## src/rtl/fetch_pkg.sv

```systemverilog
// Shared definitions for the instruction fetch stage: FSM state encoding,
// default reset PC / halt opcode, NOP encoding and a saturating counter helper.
package fetch_pkg;

  typedef enum logic [1:0] {
    ST_IDLE = 2'd0,
    ST_RUN  = 2'd1,
    ST_HALT = 2'd2
  } fetch_state_t;

  localparam logic [15:0] RESET_PC_DEF = 16'h0000;
  localparam logic [3:0]  HLT_OPC_DEF  = 4'hF;
  localparam logic [15:0] NOP_INSTR    = 16'h0000;

  function automatic logic [31:0] sat_inc32(input logic [31:0] v);
    return (v == 32'hFFFF_FFFF) ? v : (v + 32'd1);
  endfunction

endpackage

```

## src/rtl/ifid_reg.sv

```systemverilog
// IF/ID pipeline register with flush > hold > load priority and synchronous
// active-low reset to a NOP bubble.
module ifid_reg
  import fetch_pkg::*;
(
  input  logic        clk,
  input  logic        rst_n,
  input  logic        load,
  input  logic        flush,
  input  logic        hold,
  input  logic [15:0] d_instr,
  input  logic [15:0] d_pc_plus1,
  output logic [15:0] q_instr,
  output logic [15:0] q_pc_plus1,
  output logic        q_valid
);

  logic [15:0] instr_r;
  logic [15:0] pc_plus1_r;
  logic        valid_r;

  // IF/ID storage; a flush only kills validity, the data is left as-is
  always_ff @(posedge clk) begin
    if (!rst_n) begin
      instr_r    <= NOP_INSTR;
      pc_plus1_r <= 16'h0000;
      valid_r    <= 1'b0;
    end else if (flush) begin
      instr_r    <= instr_r;
      pc_plus1_r <= pc_plus1_r;
      valid_r    <= 1'b0;
    end else if (hold) begin
      instr_r    <= instr_r;
      pc_plus1_r <= pc_plus1_r;
      valid_r    <= valid_r;
    end else if (load) begin
      instr_r    <= d_instr;
      pc_plus1_r <= d_pc_plus1;
      valid_r    <= 1'b1;
    end else begin
      instr_r    <= instr_r;
      pc_plus1_r <= pc_plus1_r;
      valid_r    <= valid_r;
    end
  end

  assign q_instr    = instr_r;
  assign q_pc_plus1 = pc_plus1_r;
  assign q_valid    = valid_r;

endmodule

```

## src/rtl/pc_fetch.sv

```systemverilog
// Instruction fetch stage: PC register, IDLE/RUN/HALT control FSM and IF/ID
// register. Optional performance counters are built when IF_PERF_CNT_EN is defined.
module pc_fetch
  import fetch_pkg::*;
#(
  parameter logic [15:0] RESET_PC = RESET_PC_DEF,
  parameter logic [3:0]  HLT_OPC  = HLT_OPC_DEF
) (
  input  logic        clk,
  input  logic        rst_n,
  input  logic        stall,
  input  logic        branch_taken,
  input  logic [15:0] branch_tgt,
  input  logic [15:0] instr,
  output logic [15:0] addr,
  output logic        rd_en,
  output logic [15:0] ifid_instr,
  output logic [15:0] ifid_pc_plus1,
  output logic        ifid_valid,
  output logic        halted,
  output logic [31:0] fetch_cnt,
  output logic [31:0] stall_cnt
);

  fetch_state_t state_r;
  fetch_state_t next_state_s;
  logic [15:0]  pc_r;
  logic [15:0]  pc_next_s;
  logic [15:0]  pc_plus1_s;
  logic         hlt_s;
  logic         load_s;
  logic         flush_s;
  logic         hold_s;
  logic         halted_r;

  assign pc_plus1_s = pc_r + 16'd1;
  assign hlt_s      = (instr[15:12] == HLT_OPC);
  assign addr       = pc_r;
  assign halted     = halted_r;

  // State, PC and halted flag registers
  always_ff @(posedge clk) begin
    if (!rst_n) begin
      state_r  <= ST_IDLE;
      pc_r     <= RESET_PC;
      halted_r <= 1'b0;
    end else begin
      state_r  <= next_state_s;
      pc_r     <= pc_next_s;
      halted_r <= (next_state_s == ST_HALT);
    end
  end

  // Next-state logic; a redirect always wins over stall and halt
  always_comb begin
    next_state_s = state_r;
    if (branch_taken) begin
      next_state_s = ST_RUN;
    end else begin
      case (state_r)
        ST_IDLE: next_state_s = ST_RUN;
        ST_RUN: begin
          if (stall) begin
            next_state_s = ST_RUN;
          end else if (hlt_s) begin
            next_state_s = ST_HALT;
          end else begin
            next_state_s = ST_RUN;
          end
        end
        ST_HALT: next_state_s = ST_HALT;
        default: next_state_s = ST_IDLE;
      endcase
    end
  end

  // Output / datapath control decode
  always_comb begin
    rd_en     = (state_r == ST_RUN);
    pc_next_s = pc_r;
    load_s    = 1'b0;
    flush_s   = 1'b0;
    hold_s    = stall & ~branch_taken;
    if (branch_taken) begin
      pc_next_s = branch_tgt;
      flush_s   = 1'b1;
    end else begin
      case (state_r)
        ST_IDLE: flush_s = 1'b1;
        ST_RUN: begin
          if (stall) begin
            load_s = 1'b0;
          end else if (hlt_s) begin
            // HLT is handed to decode but the PC stays on it
            load_s = 1'b1;
          end else begin
            load_s    = 1'b1;
            pc_next_s = pc_plus1_s;
          end
        end
        ST_HALT: flush_s = ~stall;
        default: flush_s = 1'b1;
      endcase
    end
  end

  ifid_reg u_ifid (
    .clk        (clk),
    .rst_n      (rst_n),
    .load       (load_s),
    .flush      (flush_s),
    .hold       (hold_s),
    .d_instr    (instr),
    .d_pc_plus1 (pc_plus1_s),
    .q_instr    (ifid_instr),
    .q_pc_plus1 (ifid_pc_plus1),
    .q_valid    (ifid_valid)
  );

`ifdef IF_PERF_CNT_EN
  logic [31:0] fetch_cnt_r;
  logic [31:0] stall_cnt_r;

  // Saturating performance counters, counted only while running
  always_ff @(posedge clk) begin
    if (!rst_n) begin
      fetch_cnt_r <= 32'h0000_0000;
      stall_cnt_r <= 32'h0000_0000;
    end else begin
      if ((state_r == ST_RUN) && load_s) begin
        fetch_cnt_r <= sat_inc32(fetch_cnt_r);
      end else begin
        fetch_cnt_r <= fetch_cnt_r;
      end
      if ((state_r == ST_RUN) && stall && !branch_taken) begin
        stall_cnt_r <= sat_inc32(stall_cnt_r);
      end else begin
        stall_cnt_r <= stall_cnt_r;
      end
    end
  end

  assign fetch_cnt = fetch_cnt_r;
  assign stall_cnt = stall_cnt_r;
`else
  assign fetch_cnt = 32'h0000_0000;
  assign stall_cnt = 32'h0000_0000;
`endif

endmodule

```

## config.mk

```make
export PLATFORM = sky130hd
export DESIGN_NAME = pc_fetch
export DESIGN_NICKNAME = d
export VERILOG_FILES = /design/src/rtl/fetch_pkg.sv /design/src/rtl/ifid_reg.sv /design/src/rtl/pc_fetch.sv
export SDC_FILE = /design/constraint.sdc
export NUM_CORES = 1
export LEC_CHECK = 0
export CAP_MARGIN = 10
export CORE_AREA = 5 5 91 93
export CTS_CLUSTER_DIAMETER = 80
export DETAILED_ROUTE_END_ITERATION = 10
export DIE_AREA = 0 0 96 98
export PLACE_DENSITY = 0.79
export SLEW_MARGIN = 20
export SYNTH_ARGS = -nofsm -noshare
export SYNTH_HDL_FRONTEND = slang
export SYNTH_SLANG_ARGS = --single-unit
export TNS_END_PERCENT = 100
```

## constraint.sdc

```tcl
create_clock -name clk -period 3.1 [get_ports clk]
set_clock_uncertainty 0.2 [all_clocks]
set_input_delay 0.93 -clock clk [delete_from_list [all_inputs] [get_ports clk]]
set_output_delay 0.93 -clock clk [all_outputs]
set_load 0.01 [all_outputs]
```

## After elaboration in Yosys (flattened, before gate mapping)

Index checks and enable logic that the tools add are counted.

| operators by class | value |
|---|---|
| reduce and logical (&&, ||, !) cells | 6 |
| add/sub/neg operators | 1 |
| divide/modulo/power cells | 0 |
| eq/ne operators | 6 |
| bitwise operators | 6 |
| order comparisons | 0 |
| multiply operators | 0 |
| muxes and demuxes | 13 |
| shift-type cells | 0 |

Operators by type and width:

| operator | count |
|---|---|
| $mux 16 | 4 |
| $add 16x1->16 const B | 1 |
| $mux 2 | 3 |
| $pmux 2 s3 | 1 |
| $reduce_and 3->1 | 2 |
| $not 1->1 | 5 |
| $eq 2x2->1 const B | 2 |
| $eq 4x4->1 const B | 1 |
| $mux 1 | 4 |
| $eq 2x1->1 const B | 1 |
| $logic_not 2->1 | 1 |
| $ne 2x1->1 const B | 1 |
| $ne 2x2->1 const B | 1 |
| $pmux 1 s2 | 1 |
| $reduce_and 2->1 | 1 |
| $reduce_bool 2->1 | 1 |
| $reduce_or 2->1 | 1 |
| $and 1x1->1 | 1 |

| word-level totals | value |
|---|---|
| register bits | 52 |
| memory bits (writable) | 0 |
| latch bits | 0 |
| word-level logic and storage cells | 38 |
| memories kept | 0 |
| bits of input ports | 36 |
| ROM bits | 0 |
| output and inout bits | 115 |

## Longest topological paths before layout

| depth | value |
|---|---|
| word-level depth | 6 |
| depth in mapped cells | 6 |

## Cells and area by module

A second synthesis with hierarchy kept.

| second synthesis, totals | value |
|---|---|
| cell total of the unflattened synthesis | 369 |
| area total of the unflattened synthesis | 3108.0 um^2 |

By module, submodules not included:

| module | cells an instance | area an instance (um^2) | times used |
|---|---|---|---|
| pc_fetch | 225 | 1744.2 | 1 |
| ifid_reg | 144 | 1363.8 | 1 |

## Worst setup path after synthesis

Ideal clock, no wire load.

| path | value |
|---|---|
| path type | input-to-reg |
| from | in branch_taken |
| to | reg pc_r[14] (netlist: addr[14]) |
| path slack | 0.572 ns |
| setup time | 0.125 ns |
| stages on the path | 5 |
| arrival time | 2.203 ns |
| required time | 2.775 ns |
| cell sequence | buf_2 or4b_1 nor4_2 nand4_1 nor3b_1 |

| on the way | value |
|---|---|
| word-level cells in the longest chain between the ends | 2 |
| elaborated cells on any way between the ends | 5 |
| those cells by class | eq/ne (2); mux (1); reduce/logical (2) |

Ends and longest elaborated chain:

| element | RTL line | RTL |
|---|---|---|
| start, declared | pc_fetch.sv:12 | `input logic branch_taken,` |
| $ne 2x2->1 (no source line), or another cell as far along | n/a |  |
| $reduce_and 3->1 (no source line) | n/a |  |
| end signal, assigned | pc_fetch.sv:49 | `pc_r <= pc_next_s;` |
| end, declared | pc_fetch.sv:27 | `logic [15:0] pc_r;` |

Parallel ways exist; a longest one is shown, timed or not.
A chain may end at the register's enable or synchronous reset.

## Worst setup path in the final report

| path | value |
|---|---|
| from | in stall |
| to | reg pc_r[14] (netlist: addr[14]) |

| on the way | value |
|---|---|
| word-level cells in the longest chain between the ends | 2 |

Ends and longest elaborated chain:

| element | RTL line | RTL |
|---|---|---|
| start, declared | pc_fetch.sv:11 | `input logic stall,` |
| $ne 2x1->1 (no source line) | n/a |  |
| $reduce_and 3->1 (no source line) | n/a |  |

Every way passes these cells.

==> flow_summary_export.csv <==
group,metric,value,unit
floorplanning,core_area,0.00745,sq mm
layout,nets,470,
grt,antenna_found_initial,0,
logic_synthesis,synth_edf_count,0,
layout,instances_no_fill,536,
layout,fin_area,0.00366,sq mm
cts,cts_made_buffers,5,
grt,grt_pass1_vias,2256,
timing,max_freq,0.368,GHz
logic_synthesis,synthCells,349,
detailed_routing,drc,0,
layout,register_area,0.00104,sq mm
logic_synthesis,syn_area_per_cell,8.01,sq um
floorplanning,placementRows,32,
logic_synthesis,ys.flop_type,"dfxtp_1",
logic_synthesis,synth_cell_types,44,
timing,post-route-min-period,2.72,ns
pwr,power_density,403,mW/mm^2
detailed_routing,ant_nets,0,
layout,drive_above_1_share,4.84,%
worst_setup_path,endpoint_kind,"register",
worst_setup_path,r2r_cells,5,
placed_design,gp_congestion,0.869,
timing,grt_setup_unrepaired,"no",
placed_design,dp_cells,528,
layout,fillers,736,
worst_setup_path,r2r_setup_slack,0.94,ns
logic_synthesis,async_reset_ff_share,0,%
cts,insertion_delay,0.31,ns
outcome,status,"complete, no violations",
timing,tightest_slew,0.648,ns
timing,maxSlewHeadroom,56.4,%
worst_setup_path,critPathLaunchType,"input port",
cts,h-tree-depth,2,
floorplanning,fp.dieW,96,um
logic_synthesis,synth_most_common_cell,"buf_4",
detailed_routing,drtIter0Drc,194,
detailed_routing,drtPass1Iterations,4,
timing,fin_crit_sh,87.7,%
layout,antenna_cells,0,
min_path,hold_class,"register to register",
pwr,p_leak,1.37,nW
cts,cts_sinks,52,
min_path,worstHoldPathCells,2,
cts,clk_pin_slew_worst_paths,0.09,ns
timing,setup_violations,0,
pwr,vdd_drop_max,0.000229,V
layout,syn_to_final_growth,30.8,%
layout,final_util,49.1,%
floorplanning,die_area,0.00941,sq mm
worst_setup_path,setup.worst_path.start,"stall",
floorplanning,die_y,98,um
logic_synthesis,synth_area_leaders,"dfxtp_1 37%, buf_4 17%, nand2_1 6.3%",
timing,slew_viol_final,0,
logic_synthesis,yosys_warnings,0,
worst_setup_path,reg2reg_from,"addr[0]",
min_path,hold_path.startpoint,"u_ifid.q_instr[5]",
logic_synthesis,yosys.area.top_type,"dfxtp_1",
floorplanning,start_util,37.6,%
timing,setup_tns,0,ns
floorplanning,io_pins,151,
logic_synthesis,synthTopCellsByCount,"64 x buf_4, 52 x dfxtp_1, 47 x nand2_1, 35 x a21oi_1, 18 x nor2_1",
grt,gr-total-overflow,0,
placed_design,dp_hpwl,5660,um
cts,cts_root_buf,"clkbuf_8",
worst_setup_path,path_max_fanout,4,
worst_setup_path,crit_arrival,2.74,ns
cts,post_cts_buffers,0,
run,cap_violations,0,
detailed_routing,vias,2446,
layout,multi_input_area,0.00142,sq mm
detailed_routing,wl_per_cell,13.7,um
detailed_routing,avgViaCountPerCell,4.56,
placed_design,post_dp_cell_area,0.00355,sq mm
logic_synthesis,synth_seq_cells,52,
cts,postCtsHoldBufs,0,
cts,cts_tree,"yes",
grt,gr-usage-all-layers,14.8,%
min_path,min_to,"u_ifid.q_instr[5]",
worst_setup_path,required,3.12,ns
logic_synthesis,synth_top_area_share,37.2,%
placed_design,numPortBuffers,86,
timing,final_hold_viol_count,0,
logic_synthesis,syn_area,0.00280,sq mm
cts,clock_path_buffers,2,
worst_setup_path,path_class,"input port to register",
logic_synthesis,ys_seq_area_share,37.2,%
cts,cts_resized,0,
grt,grt_pass1_wl,11100,um
worst_setup_path,r2r-end,"addr[14]",
grt,grt_max_degree,32,
detailed_routing,drt_wl_total,7370,um
[power breakdown]
part	switching [mW]	internal, mW
clock	0.223	0.240
combinational	0.142	0.136
sequential	0.0333	0.700
[layout make-up]
type                            instances  share of cell area [%]
Inverter                                8                   0.821
Clock inverter                          2                   0.958
Multi-Input combinational cell        271                    38.9
Sequential cell                        52                    28.5
Timing Repair Buffer                   95                    25.4
Clock buffer                            6                    1.98
Tap cell                              102                    3.49
[worst max-delay path, cell delays in order]
cell and delay, ns:
clkdlybuf4s50_1 0.42, or4b_1 0.63, nor4_2 0.41, a221oi_1 0.13
nor3b_1 0.22
[worst max-delay path by stage]
stage                     endpoint  slack [ns]  cells past startpoint
after global placement    addr[14]        0.16                      5
after floorplan           addr[14]        0.57                      5
after CTS                    rd_en        0.39                      2
after global routing      addr[14]        0.27                      5
final                     addr[14]        0.38                      5
after detailed placement  addr[14]        0.08                      5
[layer usage]
layer	wire, um	global-route usage, %	up-vias	part of all wire, %
li1	-	-	1231	-
met1	2980	18.3	1098	40
met2	3530	23.6	107	48
met3	750	5.24	10	10
met4	115	4.92	0	1.6
met5	0	0	-	0
[metrics by stage]
step / hold WS (ns) / power [mW] / worst slack, ns
floorplan: 0.281 / 0.941 / 0.572
global placement: 0.241 / 1.02 / 0.159
detailed placement: 0.247 / 1.03 / 0.0800
CTS: 0.259 / 1.49 / 0.393
global route: 0.283 / 1.54 / 0.268
finish: 0.257 / 1.47 / 0.380
[flip-flops by register name, indices dropped and copies added (netlist names)]
| name | cells |
|---|---|
| u_ifid.q_valid | 1 |
| addr | 16 |
| u_ifid.q_pc_plus1 | 16 |
| state_r | 2 |
| halted | 1 |
| u_ifid.q_instr | 16 |
[kinds of logic after synthesis]
family	Yosys count	share of synthesized area [%]
compound gates	75	15.8
xor+xnor	17	5.32
fa+ha+maj	1	0.447
buf+inv	89	20.6
flops	52	37.2
other cells	1	0.134
simple gates	114	20.4
[cell usage in the layout (no fill, tap or decap), drive strengths merged, types with 3 or more instances in the layout]
master,n
nor4,4
nor2,18
xnor2,14
a21oi,35
nor2b,6
xor2,3
nand2,47
nand4,5
clkbuf,6
o21ai,16
nand3,9
clkdlybuf4s50,86
a31oi,5
a211oi,6
buf,9
inv,7
nor3,11
dfxtp,52
conb,64
Power figures use the tool's default switching activity.
